**src/rtl/fetch_unit.sv**
```systemverilog
// Instruction fetch stage: drives PC to instruction memory and holds the
// fetched word for decode, with redirect, stall and misaligned-target trap.
module fetch_unit #(
  parameter int unsigned PC_WIDTH_LENGTH   = 32,
  parameter int unsigned INST_WIDTH_LENGTH = 32,
  parameter logic [PC_WIDTH_LENGTH-1:0] RESET_PC = '0
) (
  input  logic                         clk,
  input  logic                         rst,
  output logic [PC_WIDTH_LENGTH-1:0]   PC,
  input  logic [INST_WIDTH_LENGTH-1:0] inst,
  input  logic                         redirect,
  input  logic [PC_WIDTH_LENGTH-1:0]   redirect_pc,
  input  logic                         id_ready,
  output logic                         id_valid,
  output logic [INST_WIDTH_LENGTH-1:0] id_inst,
  output logic [PC_WIDTH_LENGTH-1:0]   id_pc,
  output logic [PC_WIDTH_LENGTH-1:0]   id_pc4,
  output logic                         misalign,
  output logic [31:0]                  fetch_cnt
);

  typedef enum logic [1:0] {
    IDLE,
    RUN,
    TRAP
  } state_t;

  localparam logic [PC_WIDTH_LENGTH-1:0] STEP = PC_WIDTH_LENGTH'(4);

  state_t state;
  logic   xfer;
  logic   cap;
  logic   bad_tgt;
  logic [PC_WIDTH_LENGTH-1:0] pc_next;

  assign xfer    = id_valid & id_ready;
  assign bad_tgt = |redirect_pc[1:0];
  assign pc_next = PC + STEP;
  // inst is only looked at on a capture cycle
  assign cap     = (state == RUN) & ~redirect & (~id_valid | id_ready);

  always_ff @(posedge clk) begin
    if (rst) begin
      state     <= IDLE;
      PC        <= RESET_PC;
      id_valid  <= 1'b0;
      id_inst   <= '0;
      id_pc     <= '0;
      id_pc4    <= '0;
      misalign  <= 1'b0;
      fetch_cnt <= '0;
    end else begin
      if (xfer) begin
        fetch_cnt <= fetch_cnt + 32'd1;
      end
      unique case (state)
        IDLE: begin
          state    <= RUN;
          misalign <= 1'b0;
        end
        RUN, TRAP: begin
          if (redirect) begin
            id_valid <= 1'b0;
            PC       <= redirect_pc;
            state    <= bad_tgt ? TRAP : RUN;
            misalign <= bad_tgt;
          end else if (cap) begin
            id_inst  <= inst;
            id_pc    <= PC;
            id_pc4   <= pc_next;
            id_valid <= 1'b1;
            PC       <= pc_next;
          end else if (state == RUN && xfer) begin
            id_valid <= 1'b0;
          end
        end
        default: begin
          state    <= IDLE;
          misalign <= 1'b0;
        end
      endcase
    end
  end

endmodule
```
**config.mk**
```make
export PLATFORM = sky130hd
export DESIGN_NAME = fetch_unit
export DESIGN_NICKNAME = d
export VERILOG_FILES = /design/src/rtl/fetch_unit.sv
export SDC_FILE = /design/constraint.sdc
export NUM_CORES = 1
export LEC_CHECK = 0
export BUFFER_PORTS_ARGS = -buffer_cell sky130_fd_sc_hd__buf_2
export CORE_AREA = 10 10 135 137
export DETAILED_ROUTE_END_ITERATION = 8
export DIE_AREA = 0 0 145 147
export PLACE_DENSITY = 0.82
export SYNTH_ARGS = -nofsm -noshare
export SYNTH_HDL_FRONTEND = slang
export SYNTH_SLANG_ARGS = --single-unit
export TNS_END_PERCENT = 1
```
**constraint.sdc**
```tcl
create_clock -name clk -period 2.1 [get_ports clk]
set_input_delay 0.105 -clock clk [delete_from_list [all_inputs] [get_ports clk]]
set_output_delay 0.105 -clock clk [all_outputs]
set_load 0.01 [all_outputs]
```
== Word-level counts from Yosys, hierarchy flattened ==
Cells that the tools add are included.

* Flip-flop bits (word level): 164
* Latch bits: 0
* RAM bits: 0
* Bits in read-only memories: 0
* Input bits: 68
* Output and inout bits: 162
* Logic and storage cells: 38
* Memories: 0

* Add/subtract/negate cells: 2
* Multiply operators: 0
* Divide/modulo/power cells: 0
* $lt $le $gt $ge: 0
* Equal/unequal tests: 3
* Shifts and indexed selects: 0
* Muxes and demuxes: 8
* Bitwise operators: 7
* Reductions and logical operators: 10

{| class="wikitable"
|+ Operator list
! kind !! number
|-
| 32-bit two-way mux || 2
|-
| 32-bit by 1-bit adder with 32-bit output, second input constant || 1
|-
| 32-bit by 3-bit adder with 32-bit output, second input constant || 1
|-
| 2-bit OR reduction || 3
|-
| 2-bit two-way mux || 2
|-
| 2-bit case mux with 2 select lines || 1
|-
| 2-bit AND reduction || 2
|-
| 1-bit bitwise AND || 3
|-
| 1-bit two-way mux || 3
|-
| 1-bit inverter || 3
|-
| 3-bit AND reduction || 1
|-
| 3-bit nonzero test || 1
|-
| 2-bit by 1-bit == test with 1-bit output, second input constant || 1
|-
| 2-bit == test, second input constant || 1
|-
| 2-bit logical NOT || 1
|-
| 2-bit inequality test, second input constant || 1
|-
| 2-bit nonzero test || 1
|-
| 1-bit logical AND || 1
|-
| 1-bit bitwise OR || 1
|}

== Longest topological paths before layout ==
* Word-level depth: 5
* Depth in mapped cells: 9
* Depth with buffers taken out: 7

== Least setup slack after synthesis ==
OpenSTA, ideal clock, no wires.

* Path kind: register to register
* Start point: register PC[2]
* End point: register id_pc4[20]
* Library setup time: 0.091 ns
* Arrival: 2.027 ns
* Required time: 2.009 ns
* Setup slack: -0.018 ns
* Stages on the path, launching flop included: 6
* Buffers on the path: 0
* Clock period less this slack: 2.118 ns
* Cells stage by stage: dfxtp_1 > ha_1 > nand4_4 > or4_4 > or3_1 > a311oi_1

* Longest elaborated chain between the ends: 1

{| class="wikitable"
|+ Ends and longest elaborated chain
! item !! RTL line !! RTL
|-
| start, declared || 10 || <nowiki>output logic [PC_WIDTH_LENGTH-1:0] PC,</nowiki>
|-
| start signal, assigned || 65 || <nowiki>PC <= redirect_pc;</nowiki>
|-
| start signal, assigned || 73 || <nowiki>PC <= pc_next;</nowiki>
|-
| 32-bit by 3-bit adder with 32-bit output || 39 || <nowiki>assign pc_next = PC + STEP;</nowiki>
|-
| end signal, assigned || 71 || <nowiki>id_pc4 <= pc_next;</nowiki>
|-
| end, declared || 18 || <nowiki>output logic [PC_WIDTH_LENGTH-1:0] id_pc4,</nowiki>
|}

No other way between the ends.
A chain may end at the register's enable or synchronous reset.

== Final worst setup path ==
* Start point: register fetch_cnt[8]
* End point: register fetch_cnt[29]

* Longest elaborated chain between the ends: 1

{| class="wikitable"
|+ Ends and longest elaborated chain
! item !! RTL line !! RTL
|-
| start, declared || 20 || <nowiki>output logic [31:0] fetch_cnt</nowiki>
|-
| start signal, assigned || 55 || <nowiki>fetch_cnt <= fetch_cnt + 32'd1;</nowiki>
|-
| 32-bit by 1-bit adder with 32-bit output || 55 ||
|}

No other way between the ends.

==> out/results.tsv <==
metric	value	unit
io_pins	230	
nets	1213	
gp_congestion	0.829	
grt_use_total	20.8	%
ir_drop	0.000589	V
dr.first_iter.drc_count	435	
drc	0	
hold_class	in2reg	
first_global_vias	7062	
fmax	511	MHz
min_period	1960	ps
via_per_inst	5.24	
syn_area_per_cell	8.22	sq um
place_hpwl	16200	um
area_growth	39.1	%
worst_pin_slew	521	ps
drive_gt1_share	29.4	%
cts.sinks	162	
die_area	21300	sq um
ys_seq_area_share	46.2	%
yosysUniqueCellTypes	50	
grt_pass1_wl	36700	um
die_h	147	um
cts_max_level	4	
cts_buffer_depth	2	
antenna_found_initial	6	
fin_skew	6.80	ps
p_leak	4.09	nW
port_buffers	229	
critPathCaptureType	flop	
ys_warn_count	0	
path_class	reg2reg	
cts_root_buf	clkbuf_16	
rows	46	
detailroute.via_count	7194	
power.density	819	nW/um^2
status	completed	
clk_pin_slew	70	ps
ys_ff_latch	162	
critPathMaxFanout	19	
insertion_delay	420	ps
finalCoreUtilization	62.6	%
slew_headroom	65.0	%
ys.flop_type	dfxtp_1	
core	15600	sq um
place_inst	1283	
place_area	8640	sq um
post_cts_buffers	0	
initial_core_util	45.0	%
syn-num-nets	927	
fin_crit_sh	93.1	%
crit_path_start_kind	flop	
tritoncts	yes	
cp.required	2400	ps
wl	22900	um
cp.arrival	2250	ps
syn_inst	854	
finalSetupViolCount	0	
instances_no_fill	1373	
max-cap-violations	0	
final_area	9760	sq um
wire_per_inst	16.7	um
die_w	145	um
gr-total-overflow	0	
dr.pass1.iters	4	
whs	22.5	ps
nFillCells	1316	
cts_buffers	17	
grt_max_degree	99	
hold_viol	0	
synthArstFlopShare	0	%
antenna_left	0	
rsz0062_at_grt	false	
synth_edf_count	0	
finalSetupTns	0	ps
synth.cell_area	7020	sq um
slew_violations	0	
-- kinds of logic after synthesis --
logic type	count (synthesis)	synth area share, %
simple gates	365	25.5
compound gates	190	16.2
flops	162	46.2
buf+inv	79	4.58
xor+xnor	52	6.49
fa+ha+maj	5	0.891
mux	1	0.143
-- cells in the mapped netlist, drive strengths merged (17+ instances only) --
cell	n	area, sq um
o21ai	20	100
nor2	80	300
nand2	171	642
clkbuf	54	203
nand3	25	125
a21oi	98	490
xor2	20	175
nor3	20	135
xnor2	32	280
a211oi	29	218
nand4	17	158
dfxtp	162	3240
-- state kept, by name, indices dropped and copies added, names as in the netlist --
name,cells
misalign,1
fetch_cnt,32
state,2
id_inst,32
PC,32
id_valid,1
id_pc,32
id_pc4,30
-- what timing repair did --
item,4_1_cts,5_1_grt
hold buffers,54,0
gates resized for setup,0,4
setup endpoints to repair,0,97
endpoints found under the hold margin,54,0
-- report_power, final --
part,total (mW),internal [mW],switching [mW],leakage [nW]
Clock,2.96,1.64,1.31,0.263
Sequential,3.43,3.27,0.166,1.31
Combinational,1.61,0.676,0.930,2.51
-- critical path, cell delays in order (launching register included) --
cell and delay (ps):
dfxtp_1 420, nand4_1 210, or4_1 500, buf_4 220, nor4_2 270, xnor2_1 150
nor2_1 50
-- area by class of cell --
type	instances	area (sq um)	share of cell area (%)
multi-input cells	613	3490	35.8
flip-flops and latches	162	3240	33.2
repair buffers	333	2140	21.9
clock buffers	17	425	4.36
well taps	216	270	2.77
clock inverters	14	131	1.35
inverters	13	48.8	0.500
diodes	5	12.5	0.128
-- metrics by stage --
stage,total power [mW],setup WS (ps)
after global placement,4.98,114
after detailed placement,5.01,40.2
after global routing,8.37,6.57
after floorplan,4.32,15.2
final,8.00,144
after CTS,8.06,18.5
-- worst paths after layout --
kind | start | end | slack (ps) | cells past startpoint
worst max-delay path | fetch_cnt[8] | fetch_cnt[29] | 140 | 6
worst min register to register | id_inst[17] | id_inst[17] | 450 | 2
worst min-delay path | redirect_pc[2] | PC[2] | 20 | 3
worst max register to register | fetch_cnt[8] | fetch_cnt[29] | 140 | 6
-- metal layers --
metal / vias up / GRT usage (%) / share of wire [%]
li1: 3509 / - / -
met1: 3362 / 24.0 / 41
met2: 268 / 33.9 / 48
met3: 53 / 7.25 / 7.6
met4: 2 / 9.65 / 3.2
met5: - / 0 / 0.057
-- cell usage in the layout (no fill, tap or decap), types with 5 or more instances in the layout --
master / instances
buf_12: 6
o21ai_0: 19
a22oi_1: 10
nor3_1: 13
inv_6: 5
o22ai_1: 9
clkbuf_16: 17
and3_1: 9
nor4_2: 5
diode_2: 5
nand3_1: 24
or3_1: 6
a211oi_1: 29
nand4_1: 13
nor2_1: 80
dfxtp_1: 162
dlygate4sd3_1: 54
nor4_1: 5
nor3_2: 7
xnor2_1: 32
buf_4: 45
inv_1: 12
a21oi_1: 98
buf_2: 228
and4_1: 7
xor2_1: 20
nand2_1: 171
a31oi_1: 5
No activity file was read; power rests on OpenSTA's default activity.
